### src/rtl/div128by64_seq.sv
// Sequential restoring divider: {2*WIDTH} / WIDTH -> WIDTH quotient and remainder, start/done handshake.
// Define DIV128BY64_RADIX4_EN to retire two quotient bits per clock instead of one.
module div128by64_seq #(
  parameter int WIDTH = 64
) (
  input  logic               clk,
  input  logic               rst_n,
  input  logic               start,
  input  logic [2*WIDTH-1:0] dividend,
  input  logic [WIDTH-1:0]   divisor,
  output logic               busy,
  output logic               done,
  output logic [WIDTH-1:0]   quotient,
  output logic [WIDTH-1:0]   remainder,
  output logic               div_by_zero,
  output logic               overflow
);

`ifdef DIV128BY64_RADIX4_EN
  localparam int BPS = 2;
`else
  localparam int BPS = 1;
`endif
  localparam int STEPS = WIDTH / BPS;
  localparam int CW    = $clog2(STEPS + 1);

  localparam logic [1:0] S_IDLE = 2'd0;
  localparam logic [1:0] S_CALC = 2'd1;
  localparam logic [1:0] S_DONE = 2'd2;

  logic [1:0]       state;
  logic [CW-1:0]    cnt;
  logic [WIDTH-1:0] part;   // partial remainder; always < divisor between steps
  logic [WIDTH-1:0] shreg;  // unconsumed low dividend bits, MSB first
  logic [WIDTH-1:0] divsr;
  logic [WIDTH-1:0] part_nxt;
  logic [BPS-1:0]   qbits;

  // One restoring step: returns {quotient bit, new partial remainder}.
  function automatic logic [WIDTH:0] step(input logic [WIDTH-1:0] r, input logic b,
                                          input logic [WIDTH-1:0] d);
    logic [WIDTH:0] t;
    logic [WIDTH:0] diff;
    t    = {r, b};
    diff = t - {1'b0, d};
    if (t >= {1'b0, d}) step = {1'b1, diff[WIDTH-1:0]};
    else                step = {1'b0, t[WIDTH-1:0]};
  endfunction

`ifdef DIV128BY64_RADIX4_EN
  logic [WIDTH:0] s1, s2;
  always_comb begin
    s1       = step(part, shreg[WIDTH-1], divsr);
    s2       = step(s1[WIDTH-1:0], shreg[WIDTH-2], divsr);
    qbits    = {s1[WIDTH], s2[WIDTH]};
    part_nxt = s2[WIDTH-1:0];
  end
`else
  logic [WIDTH:0] s1;
  always_comb begin
    s1       = step(part, shreg[WIDTH-1], divsr);
    qbits    = s1[WIDTH];
    part_nxt = s1[WIDTH-1:0];
  end
`endif

  assign busy = (state != S_IDLE);
  assign done = (state == S_DONE);

  always_ff @(posedge clk or negedge rst_n) begin
    if (!rst_n) begin
      state       <= S_IDLE;
      cnt         <= '0;
      part        <= '0;
      shreg       <= '0;
      divsr       <= '0;
      quotient    <= '0;
      remainder   <= '0;
      div_by_zero <= 1'b0;
      overflow    <= 1'b0;
    end else begin
      case (state)
        S_IDLE: if (start) begin
          if (divisor == '0) begin
            state       <= S_DONE;
            quotient    <= '1;
            remainder   <= dividend[WIDTH-1:0];
            div_by_zero <= 1'b1;
            overflow    <= 1'b0;
          end else if (dividend[2*WIDTH-1:WIDTH] >= divisor) begin
            // quotient would not fit in WIDTH bits
            state       <= S_DONE;
            quotient    <= '1;
            remainder   <= dividend[WIDTH-1:0];
            div_by_zero <= 1'b0;
            overflow    <= 1'b1;
          end else begin
            state       <= S_CALC;
            part        <= dividend[2*WIDTH-1:WIDTH];
            shreg       <= dividend[WIDTH-1:0];
            divsr       <= divisor;
            cnt         <= CW'(STEPS);
            div_by_zero <= 1'b0;
            overflow    <= 1'b0;
          end
        end
        S_CALC: begin
          part     <= part_nxt;
          shreg    <= {shreg[WIDTH-BPS-1:0], {BPS{1'b0}}};
          quotient <= {quotient[WIDTH-BPS-1:0], qbits};
          cnt      <= cnt - 1'b1;
          if (cnt == CW'(1)) begin
            state     <= S_DONE;
            remainder <= part_nxt;
          end
        end
        S_DONE:  state <= S_IDLE;
        default: state <= S_IDLE;
      endcase
    end
  end

endmodule

### config.mk
export PLATFORM = sky130hd
export DESIGN_NAME = div128by64_seq
export DESIGN_NICKNAME = d
export VERILOG_FILES = /design/src/rtl/div128by64_seq.sv
export SDC_FILE = /design/constraint.sdc
export NUM_CORES = 1
export LEC_CHECK = 0
export CORE_MARGIN = 2
export CORE_UTILIZATION = 45
export DETAILED_ROUTE_END_ITERATION = 16
export PLACE_DENSITY = 0.69
export SYNTH_ARGS = -nofsm -noshare
export SYNTH_HDL_FRONTEND = slang
export SYNTH_SLANG_ARGS = --single-unit
### constraint.sdc
create_clock -name clk -period 8.75 [get_ports clk]
set_clock_uncertainty 0.1 [all_clocks]
set_input_delay 0.875 -clock clk [delete_from_list [all_inputs] [get_ports clk]]
set_output_delay 0.875 -clock clk [all_outputs]
set_load 0.05 [all_outputs]
==> metrics, run 1 <==
status=complete, no violations; worst path bufs/invs=4; RSZ-0062 raised after global routing=false; Reg area=0.008283 mm^2; clk_lat worst skew=0.57 ns; fin crit period=6.212 ns; setup ws final=2.538 ns; slowest stage delay, CP=1.09 ns; CTS tree=done; initial DRC count=1675; post-synthesis sequential area ratio=41.84%; global-route wire length before repair=100800 um; RePlAce Congestion=0.9656; unique cell type count in the Yosys netlist=68; vias after detailed routing=18.62k; H-Tree Level Count=2; Async SR Flop Fraction=100.0%; Synth Instances=2378; pin count of the biggest net entering global routing=249; DR WL/cell=20.11 um; Seq pwr share=23.5%; Vias/cell=5.785; Max VDD drop=0.2541 mV; Avg Cell Area, Syn=8.326 um^2; vias in the first global route=18.09k; Switch Pwr=5970 uW; post-CTS resize count=0; Required @ worst endpoint=9.14 ns; Clock Power Share=14.8%; Post-route DRC=0; final wirelength=64740 um; switching part of the total=50.15%; Comb power frac=61.7%; ratio of cells with drive above 1 in the final layout=3.607%; Post-synth top flop=dfrtp_1; Worst Path Max Fanout=69; CP Cell Sequence=clkdlybuf4s50_1 > inv_1 > ha_1 > nand4_1 > nor4_1 > nand4_1 > nor2_1 > a21oi_1 > a311oi_4 > buf_4 > nand2_2 > buf_4 > nor3_1 > a221o_1; Tcrit/Tclk final=71.00%; worst-margin pin slew=1.234 ns; # Max-Cap Violations=0; count of input and output buffers=326; area post-placement=0.02334 mm^2; Ports=327; antenna violations before repair=1; Setup CP Type=input pin to flip-flop; Core ar.=0.04327 mm^2; CP startpoint kind=input pin; Initial Util=45.76%; die width=213.8 um; Fillers=3977; CTS Root Cell=clkbuf_16; Area Growth Syn to Fin=24.84%; Multi-input gate area=0.01036 mm^2; Slew Limit Headroom=16.99%; Final Hold Vio Count=0; Max Slew Vio Count=0; Post-CTS Hold Buffers=0; CP arrival=6.61 ns; post-layout instance area=0.02472 mm^2; Pwr per Cell Area=481.6 mW/mm^2; pre-CTS setup slack=2.071 ns; Synth Cell Area=0.01980 mm^2; Clock Pin Slew Worst Setup and Hold Paths=0.06 ns; ANT cells=0; worst hold slack=0.2843 ns; clk sinks=331; CP top delay family=simple AND/OR/NAND/NOR gates; CTS buffer count=39; clock buffer depth=3; Post-synth EDFFs=0; Fmax=161.0 MHz; Warnings, synthesis=0; GRT overflow=0; endpoint type of the worst setup path=flip-flop; Post-DP HPWL=46840 um; ANT nets after route=0; FF+latch count, synth=331; Leak=0.01055 uW; fin nets=2931; DIE HEIGHT=213.8 um; final setup TNS=0 ns; Setup Viol. Count Final=0; Total Die Area=0.04569 mm^2; DRT Pass-1 Iters=6; worst hold path type=input pin to asynchronous set/reset pin; GRT Util Overall=28.27%; CP max-delay cell=nor4_1; FP Rows=76; syn nets=2704; setup bufs post-CTS=0; internal power=5933 uW
power groups by stage:
stage | clock, uW | sequential, uW | combinational (uW)
2_1_floorplan | 0 | 3560 | 4400
3_3_place_gp | 0 | 2790 | 7120
3_5_place_dp | 0 | 2810 | 7230
4_1_cts | 1790 | 2800 | 7270
5_1_grt | 1850 | 2890 | 8030
6_report | 1760 | 2800 | 7340
final timing paths:
kind                                       from                   endpoint  slack [ns]  depth (start not counted)
max                                 divisor[63]  remainder[59]$_DFFE_PN0P_        2.54                         14
min                                       rst_n      shreg[10]$_DFFE_PN0P_        0.28                          1
max reg2reg                 part[3]$_DFFE_PN0P_  remainder[28]$_DFFE_PN0P_        3.61                         12
min reg2reg                overflow$_DFFE_PN0P_       overflow$_DFFE_PN0P_        0.38                          1
max in group asynchronous                 rst_n  remainder[57]$_DFFE_PN0P_        6.62                          2
min in group clk           overflow$_DFFE_PN0P_       overflow$_DFFE_PN0P_        0.38                          1
metal layers:
layer / up-vias / part of all wire (%) / GRT usage (%)
li1: 8839 / - / -
met1: 8998 / 45 / 39.60
met2: 688 / 45 / 44.87
met3: 96 / 6.9 / 5.067
met4: 2 / 2.5 / 8.285
met5: - / 0.020 / 0
cell usage in the layout, fill, tap and decap left out, types with 13 or more instances in the layout:
cell               n
nor2_1           167
clkdlybuf4s50_1  325
o21ai_0          131
a21o_1            30
xnor2_1           38
clkbuf_16         39
nand2_1          455
buf_4             13
inv_1            154
o21bai_1          14
nor3_1            16
nand3_1           28
dfrtp_1          331
a21oi_1          142
a31oi_1          123
nor4_1            26
nand4_1           48
ha_1             130
xor2_1            26
a211oi_1          61
o21ai_1          107
o22a_1            63
synth_stat cells (12+ instances only):
| master | instances | share of area, % |
|---|---|---|
| clkbuf_1 | 104 | 2.0 |
| buf_1 | 20 | 0.38 |
| o22a_1 | 63 | 2.8 |
| nor2_1 | 167 | 3.2 |
| nor4_1 | 26 | 0.82 |
| xor2_1 | 26 | 1.2 |
| o21a_1 | 12 | 0.46 |
| nand2_1 | 456 | 8.6 |
| ha_1 | 130 | 8.2 |
| nor2b_1 | 12 | 0.38 |
| inv_1 | 154 | 2.9 |
| dfrtp_1 | 331 | 42 |
| o21ai_1 | 107 | 2.7 |
| buf_2 | 29 | 0.73 |
| o21bai_1 | 14 | 0.53 |
| o21ai_0 | 131 | 3.3 |
| nor3_1 | 16 | 0.40 |
| nand3_1 | 28 | 0.71 |
| a21oi_1 | 142 | 3.6 |
| xnor2_1 | 38 | 1.7 |
| a31oi_1 | 123 | 3.9 |
| a211oi_1 | 61 | 2.3 |
| nand4_1 | 48 | 1.5 |
| a21o_1 | 30 | 1.1 |
cell families after synthesis:
family / after synthesis / share of synthesized area, %
AO/OA/AOI/OAI: 748 / 23.69
XOR/XNOR: 64 / 2.831
adder cells (fa/ha/maj): 131 / 8.316
buffers and inverters: 309 / 6.048
flip-flops: 331 / 41.84
multiplexers: 5 / 0.2654
AND/OR/NAND/NOR: 790 / 17.02
sequential cells by signal (all words and copies together), names as in the netlist:
signal and cells:
cnt 7, div_by_zero 1, divsr 64, overflow 1, part 64, quotient 64
remainder 64, shreg 64, state 2
through the flow:
stage          utilization (%)  instances  total power [uW]
3_5_place_dp             53.96       3149             10040
6_report                 57.13       3219             11900
5_1_grt                  57.13       3219             12770
2_1_floorplan                -       2378              7963
3_3_place_gp             53.96       3149              9916
4_1_cts                  57.13       3219             11850
cell type report:
class	count	share of cell area [%]
Clock buffer	52	4.510
Clock inverter	18	1.043
Inverter	155	2.354
Multi-Input combinational cell	1738	41.92
Sequential cell	331	33.51
Tap cell	585	2.961
Timing Repair Buffer	340	13.70
worst reg2reg max path: stages, from the launching register on:
cell	delay (ns)
dfrtp_1	0.40
ha_1	0.38
a21o_1	0.21
a31oi_1	0.25
a21oi_1	0.17
nor4_1	0.71
o31a_1	0.44
o21ai_1	0.24
a21oi_4	0.72
buf_4	0.59
nor2_1	0.14
a211oi_1	0.52
o21ai_1	0.14
No activity file was read; power rests on OpenSTA's default activity.
==> inputs of run 2 (changes only) <==
- PLACE_DENSITY: 0.69 -> 0.72
- clock period: 8.75 -> 5.35 ns (I/O delays scaled with it)
==> run 2 against run 1 <==
Against the previous run:
- non-clock buffer count grew 14
- critical path depth is the same
- sequential share of layout area shrank 0.16 points
- worst hold slack gained 0.094 ns
- largest power group unchanged
- register-to-register slack lost 2.9 ns
- sequential power grew 63%
- die area is the same
- wire length shrank 0.71%
==> metrics, run 2 (synthesis gave the netlist of run 1 again) <==
status=complete, no violations; Vias/cell=5.837 (+0.89%); pin count of the biggest net entering global routing=124 (-50%); clk sinks=331 (unchanged); RePlAce Congestion=0.9511 (-1.5%); slowest stage delay, CP=0.67 ns (-0.42 ns); Leak=0.01060 uW (+0.45%); Fmax=217.8 MHz; FP Rows=76 (unchanged); RSZ-0062 raised after global routing=false; origin of the worst setup path=shreg[63]$_DFFE_PN0P_; fin cells=3232 (+0.40%); Ports=327 (unchanged); Setup Viol. Count Final=0 (unchanged); GRT Util Overall=28.11% (-0.16 points); Hold Crit Depth=2; global-route wire length before repair=100800 um (about the same); Core ar.=0.04327 mm^2 (unchanged); Multi-input gate area=0.01036 mm^2 (unchanged); Worst Path Max Fanout=4 (-94%); GRT overflow=0 (unchanged); dpl cells=3162 (+0.41%); Post-DP HPWL=47450 um (+1.3%); setup ws final=0.7593 ns (-1.779 ns); Max Slew Vio Count=0 (unchanged); worst-margin pin slew=1.095 ns (-0.1392 ns); Post-CTS Hold Buffers=1 (+1); Post-route DRC=0 (unchanged); CP max-delay cell=a211oi_1; final setup TNS=0 ns (unchanged); commonest non-fill, non-tap cell in the layout=nand2_1; DIE HEIGHT=213.8 um (unchanged); Area Growth Syn to Fin=25.42%; DR WL/cell=19.89 um (-1.1%); R2R Setup Slk=0.76 ns (-2.85 ns); antenna violations before repair=4 (+3); H-Tree Level Count=2 (unchanged); Worst setup endpoint=remainder[60]$_DFFE_PN0P_; Worst R2R Path Depth=14 (+2); Total Die Area=0.04569 mm^2 (unchanged); CTS tree=done; ratio of cells with drive above 1 in the final layout=3.785% (+0.18 points); Slew Limit Headroom=27.03% (+10 points); Setup CP Type=flip-flop to flip-flop; Required @ worst endpoint=5.68 ns (-3.46 ns); endpoint type of the worst setup path=flip-flop; fin crit period=4.591 ns; Final Hold Vio Count=0 (unchanged); Max VDD drop=0.4629 mV (+82%); worst hold path type=flip-flop to flip-flop; Pwr per Cell Area=778.2 mW/mm^2 (+62%); capturing point of the worst reg2reg path=remainder[60]$_DFFE_PN0P_; final wirelength=64280 um (-0.71%); count of input and output buffers=326 (unchanged); CTS buffer count=37 (-5.1%); Initial Util=45.76% (unchanged); most frequent cells in the layout=nand2_1, dfrtp_1, clkdlybuf4s50_1; FF-to-FF Start=shreg[63]$_DFFE_PN0P_; CP arrival=4.92 ns (-1.69 ns); CP startpoint kind=flip-flop; CP Cell Sequence=inv_1 > ha_1 > fa_1 > nor2b_1 > o2111ai_1 > a211oi_1 > nor2_1 > o211ai_1 > a21oi_1 > o21ai_0 > xnor2_1 > nor2_1 > a211oi_1 > o21ai_1; Fillers=3867 (-2.8%); fin nets=2943 (+0.41%); die width=213.8 um (unchanged); Clock Pin Slew Worst Setup and Hold Paths=0.06 ns (about the same); clock buffer depth=3 (unchanged); setup bufs post-CTS=0 (unchanged); ANT nets after route=0 (unchanged); vias after detailed routing=18.87k (+1.3%); CTS Root Cell=clkbuf_16; initial DRC count=1769 (+5.6%); post-CTS resize count=0 (unchanged); Reg area=0.008283 mm^2 (unchanged); worst hold slack=0.3782 ns (+0.09391 ns); # Max-Cap Violations=0 (unchanged); vias in the first global route=18.36k (+1.5%); DRT Pass-1 Iters=6 (unchanged); pre-CTS setup slack=0.6563 ns (-1.415 ns); Tcrit/Tclk final=85.81%; clk_lat worst skew=0.57 ns (about the same)
==> run 2: area by class of cell <==
| class | instances | share of cell area [%] |
|---|---|---|
| multi-input cells | 1738 | 41.73 |
| repair buffers | 354 | 14.57 |
| diodes | 5 | 0.05039 |
| flip-flops and latches | 331 | 33.36 |
| well taps | 585 | 2.948 |
| inverters | 155 | 2.343 |
| clock inverters | 6 | 0.2620 |
| clock buffers | 58 | 4.741 |
==> run 2: stage by stage <==
stage               total power (uW)  cell area (um^2)  utilization, %
floorplan                      13020             19800               -
global placement               16300             23570           54.47
detailed placement             16530             23570           54.47
CTS                            19240             24820           57.37
global route                   20730             24820           57.37
finish                         19320             24830           57.39
==> run 2: worst min-delay path by stage <==
stage	to	from	slack, ns
after floorplan	cnt[0]$_DFFE_PN0P_	rst_n	0.14
after global placement	divsr[37]$_DFFE_PN0P_	divsr[37]$_DFFE_PN0P_	0.37
after global routing	overflow$_DFFE_PN0P_	overflow$_DFFE_PN0P_	0.40
after CTS	divsr[7]$_DFFE_PN0P_	divsr[7]$_DFFE_PN0P_	0.38
after detailed placement	divsr[7]$_DFFE_PN0P_	divsr[7]$_DFFE_PN0P_	0.37
final	divsr[7]$_DFFE_PN0P_	divsr[7]$_DFFE_PN0P_	0.38
==> run 2: power by group <==
group | total, uW | leakage (uW) | internal [uW] | switching (uW)
Clock | 2620 | 0.000612 | 1560 | 1060
Sequential | 4570 | 0.00374 | 3730 | 842
Combinational | 12100 | 0.00625 | 4310 | 7820
==> run 2: worst max-delay path, delay by kind of cell, from the launching register on <==
kind / cells / cell delay [ns]
compound gates: 7 / 2.56
fa+ha+maj: 2 / 0.61
simple gates: 3 / 0.55
flops: 1 / 0.38
xor+xnor: 1 / 0.19
buf+inv: 1 / 0.05
==> run 2: layer usage <==
metal	vias to the layer above	wire [um]	global-route usage (%)
li1	8884	-	-
met1	9114	27870	39.08
met2	725	29010	43.08
met3	138	5036	5.697
met4	4	2339	11.18
met5	-	28	0
==> inputs of run 3 (changes only) <==
- CTS_CLUSTER_DIAMETER: default -> 50
- PLACE_DENSITY: 0.72 -> 0.69
- clock period: 5.35 -> 5.1 ns (I/O delays scaled with it)
==> run 3 against run 2 <==
Against the previous run:
- clock power increased by 23%
- via count decreased by 0.44%
- setup slack improved by 0.12 ns
- sequential share of layout area decreased by 0.46 points
- sequential power increased by 5.0%
- worst hold slack improved by 0.0030 ns
- critical endpoint is now remainder[37]$_DFFE_PN0P_
- cell count increased by 0.56%
- wire length increased by 1.5%
==> metrics, run 3 (synthesis gave the netlist of run 1 again) <==
ANT nets after route=0 (unchanged); fin cells=3250 (+0.56%); switching part of the total=49.78% (-0.55 points); clock buffer depth=3 (unchanged); met2 wire length=29760 um (+2.6%); GRT Util Overall=28.47% (+0.36 points); Fmax=236.7 MHz (+8.7%); fin nets=2957 (+0.48%); clk_lat worst skew=0.58 ns (about the same); antenna violations before repair=1 (-3); dpl cells=3169 (+0.22%); fin crit period=4.224 ns (-0.3663 ns); Switch Pwr=10360 uW (+6.6%); Core ar.=0.04327 mm^2 (unchanged); # Max-Cap Violations=0 (unchanged); post-CTS resize count=0 (unchanged); worst hold path type=flip-flop to flip-flop; pin count of the biggest net entering global routing=127 (+2.4%); Post-route DRC=0 (unchanged); CP max-delay cell=nor4_1; slowest stage delay, CP=0.55 ns (-0.12 ns); Pwr per Cell Area=826.9 mW/mm^2 (+6.3%); DRT Pass-1 Iters=6 (unchanged); global-route wire length before repair=101900 um (+1.1%); vias after detailed routing=18.78k (-0.44%); Comb power frac=61.4% (-1.4 points); worst-margin pin slew=0.9627 ns (-0.1319 ns); DIE HEIGHT=213.8 um (unchanged); Fillers=3888 (+0.54%); CP top delay family=compound AO/OA/AOI/OAI gates; met1 wire length=29280 um (+5.1%); Total Die Area=0.04569 mm^2 (unchanged); Setup Viol. Count Final=0 (unchanged); ratio of cells with drive above 1 in the final layout=4.653% (+0.87 points); final setup TNS=0 ns (unchanged); Max VDD drop=0.4192 mV (-9.4%); endpoint type of the worst setup path=flip-flop; RePlAce Congestion=0.9652 (+1.5%); DR WL/cell=20.09 um (+0.98%); final wirelength=65280 um (+1.5%); Final Hold Vio Count=0 (unchanged); CP Cell Sequence=ha_1 > a21o_1 > a31oi_1 > a21oi_1 > nor4_1 > o31a_1 > buf_4 > o21ai_1 > a21oi_4 > buf_4 > buf_4 > nor2_1 > a211oi_1 > o21ai_1; FP Rows=76 (unchanged); CP arrival=4.57 ns (-0.35 ns); initial DRC count=1719 (-2.8%); Max Slew Vio Count=0 (unchanged); CTS buffer count=44 (+19%); commonest non-fill, non-tap cell in the layout=nand2_1; Vias/cell=5.779 (-0.99%); Setup CP Type=flip-flop to flip-flop; Worst Path Max Fanout=36 (+32); CTS Root Cell=clkbuf_16; Tcrit/Tclk final=82.83% (-3.0 points); Initial Util=45.76% (unchanged); Clock Pin Slew Worst Setup and Hold Paths=0.05 ns (about the same); Ports=327 (unchanged); uppermost routed layer=met5; Leak=0.01079 uW (+1.7%); CTS tree=done; Slew Limit Headroom=35.01% (+8.0 points); Clock Power Share=15.5% (+2.0 points); most frequent cells in the layout=nand2_1, dfrtp_1, clkdlybuf4s50_1; Post-DP HPWL=47890 um (+0.93%); internal power=10460 uW (+8.9%); RSZ-0062 raised after global routing=false; total power=20820 uW (+7.7%); final core occ=58.20% (+0.80 points); H-Tree Level Count=2 (unchanged); die width=213.8 um (unchanged); status=complete, no violations; Area Growth Syn to Fin=27.18%; Seq pwr share=23.1% (-0.6 points); most frequent CP cell=buf_4; DR WL met3=4546 um (-9.7%); clk sinks=331 (unchanged); GRT overflow=0 (unchanged); vias in the first global route=18.38k (+0.10%); CP startpoint kind=flip-flop; Required @ worst endpoint=5.45 ns (-0.23 ns); count of input and output buffers=326 (unchanged); worst path bufs/invs=3 (+2); ANT cells=0 (-5)
-- run 3: power by group through the flow --
stage	clock, uW	sequential (uW)	combinational (uW)
final	3220	4800	12800
after global routing	3390	4950	14000
after CTS	3270	4790	12700
after detailed placement	0	4820	12600
after global placement	0	4780	12500
after floorplan	0	6110	7550
-- run 3: tightest hold or removal path, delay by kind of cell, from the launching register on --
family,cells,cell delay [ns]
compound gates,1,0.06
flops,1,0.34
simple gates,1,0.05
-- run 3: final timing paths --
path,slack [ns],depth (start not counted),start,endpoint
setup / recovery,0.88,14,part[3]$_DFFE_PN0P_,remainder[37]$_DFFE_PN0P_
hold / removal,0.38,2,remainder[35]$_DFFE_PN0P_,remainder[35]$_DFFE_PN0P_
setup reg to reg,0.88,14,part[3]$_DFFE_PN0P_,remainder[37]$_DFFE_PN0P_
hold reg to reg,0.38,2,remainder[35]$_DFFE_PN0P_,remainder[35]$_DFFE_PN0P_
max in group asynchronous,3.26,3,rst_n,part[3]$_DFFE_PN0P_
min in group asynchronous,0.40,2,rst_n,remainder[10]$_DFFE_PN0P_
-- run 3: stage by stage --
| stage | hold WS [ns] | area (um^2) | worst slack [ns] |
|---|---|---|---|
| floorplan | 0.1144 | 19800 | 1.806 |
| global placement | 0.3628 | 23650 | 0.5134 |
| detailed placement | 0.3704 | 23650 | 0.4713 |
| CTS | 0.3822 | 25180 | 1.025 |
| global route | 0.4062 | 25180 | 0.6855 |
| finish | 0.3812 | 25180 | 0.8756 |
-- run 3: final cells by class --
class                      count  area [um^2]  share of cell area (%)
multi-input combinational   1738        10360                   41.15
sequential                   331         8283                   32.89
timing repair buffer         361         3696                   14.68
clock buffer                  60         1282                   5.093
tap                          585        732.0                   2.907
inverter                     155        581.8                   2.311
clock inverter                20        242.7                  0.9640
-- run 3: metal layers --
| layer | vias to the layer above | track usage [%] |
|---|---|---|
| met2 | 675 | 44.51 |
| met5 | - | 0 |
| li1 | 8909 | - |
| met4 | 2 | 8.597 |
| met3 | 106 | 5.082 |
| met1 | 9090 | 40.36 |
-- run 3: repair_timing --
action	4_1_cts	5_1_grt
setup buffers	0	0
hold buffers	1	0
hold endpoints to repair	81	0
==> RTL change, RTL diff (config.mk and constraints of run 2) <==
The parameter `WIDTH` goes from 64 to 32.
--- a/src/rtl/div128by64_seq.sv
+++ b/src/rtl/div128by64_seq.sv
@@ -1,7 +1,7 @@
 // Sequential restoring divider: {2*WIDTH} / WIDTH -> WIDTH quotient and remainder, start/done handshake.
 // Define DIV128BY64_RADIX4_EN to retire two quotient bits per clock instead of one.
 module div128by64_seq #(
-  parameter int WIDTH = 64
+  parameter int WIDTH = 32
 ) (
   input  logic               clk,
   input  logic               rst_n,
Interface: changed (resized dividend, divisor, quotient and remainder); port bits go from 327 to 167. No check against the original RTL was run, so the function may have changed too.
==> RTL change against run 2 <==
- the run now ends with hold timing left
- critical path type unchanged
- worst setup slack gained 0.34 ns
- routed wire length shrank 52%
- sequential cell count shrank 161
- via count shrank 50%
- synthesized area shrank 48%
- cell area shrank 48%
- count of clock-buffer cells in the layout shrank 40
Power is not shown: default switching activity piles up to over one toggle a cycle in this logic, so the estimate is an artifact.
==> RTL change: results <==
export IMPL_track_usage_pct=26.1
export IMPL_routedWlPerCell_um=19.7
export IMPL_finalWeightedCongestion=0.990
export IMPL_syn_num_nets=1309
export IMPL_cp_max_fo=24
export IMPL_cp_arrival_ns=4.48
export IMPL_crit_end="remainder[11]"
export IMPL_n_antenna_cell=0
export IMPL_grt_pass1_vias=9140
export IMPL_grt_max_degree=80
export IMPL_layout_drive_gt1_share_pct=5.50
export IMPL_numCtsBuffers=17
export IMPL_yosysSeqAreaShare_pct=41.3
export IMPL_highest_layer="met4"
export IMPL_reg2reg_from="part[28]"
export IMPL_synth_area_top_cells="dfrtp_1, ha_1, o21ai_0"
export IMPL_violations="hold timing"
export IMPL_whs_ns=-0.0202
export IMPL_finalHoldViolCount=6
export IMPL_status="complete, but fails checks"
export IMPL_synthDistinctLibCells=69
export IMPL_grt_first_pass_wirelength_mm=49.6
export IMPL_hold_class="in -> async"
export IMPL_io_buffers=166
export IMPL_vias_per_cell=5.99
export IMPL_dpl_hpwl_mm=22.7
export IMPL_rrSetupSlack_ns=1.10
export IMPL_rr_worst_depth=9
export IMPL_worstSkewPairLatency_ns=0.44
[RTL change: layout make-up]
cell class / instances / area, um^2
fill: 2035 / 9710
inverter: 81 / 304
tap: 285 / 357
clock buffer: 18 / 439
multi-input combinational: 825 / 5510
timing repair buffer: 183 / 1820
sequential: 170 / 4250
clock inverter: 13 / 181
[RTL change: worst max-delay path: stages (launching register included)]
cell and delay (ns):
dfrtp_1 0.41, ha_1 0.40, nand2_1 0.12, nor3b_1 0.52, and4_1 0.32, a31o_2 0.25, a21o_1 0.40, nand2_1 0.71
o311a_1 0.63, o31ai_1 0.27
[RTL change: cell families after synthesis]
| family | Yosys count | synth area share, % |
|---|---|---|
| buf+inv | 148 | 5.63 |
| flops | 170 | 41.3 |
| fa+ha+maj | 67 | 8.20 |
| simple gates | 320 | 14.8 |
| xor+xnor | 20 | 1.70 |
| mux | 33 | 3.24 |
| compound gates | 385 | 25.2 |
[RTL change: how the worst min path moves through the flow]
stage | startpoint | endpoint | slack, ns | cells after the start
3_5_place_dp | shreg[11] | shreg[11] | 0.37 | 2
5_1_grt | rst_n | quotient[10] | 0.03 | 1
3_3_place_gp | shreg[29] | shreg[29] | 0.36 | 1
2_1_floorplan | rst_n | cnt[0] | 0.14 | 0
4_1_cts | rst_n | divsr[30] | 0.007 | 1
6_report | rst_n | quotient[10] | -0.02 | 1
[RTL change: per-stage QoR]
stage	hold WS, ns	utilization, %	cell area [um^2]	instances	worst slack [ns]
5_1_grt	0.0296	57.0	12900	1575	0.824
4_1_cts	0.00668	57.0	12900	1575	1.21
6_report	-0.0202	57.0	12900	1575	1.10
3_5_place_dp	0.371	54.2	12200	1544	1.03
2_1_floorplan	0.139	-	10300	1143	2.42
3_3_place_gp	0.358	54.2	12200	1544	1.17
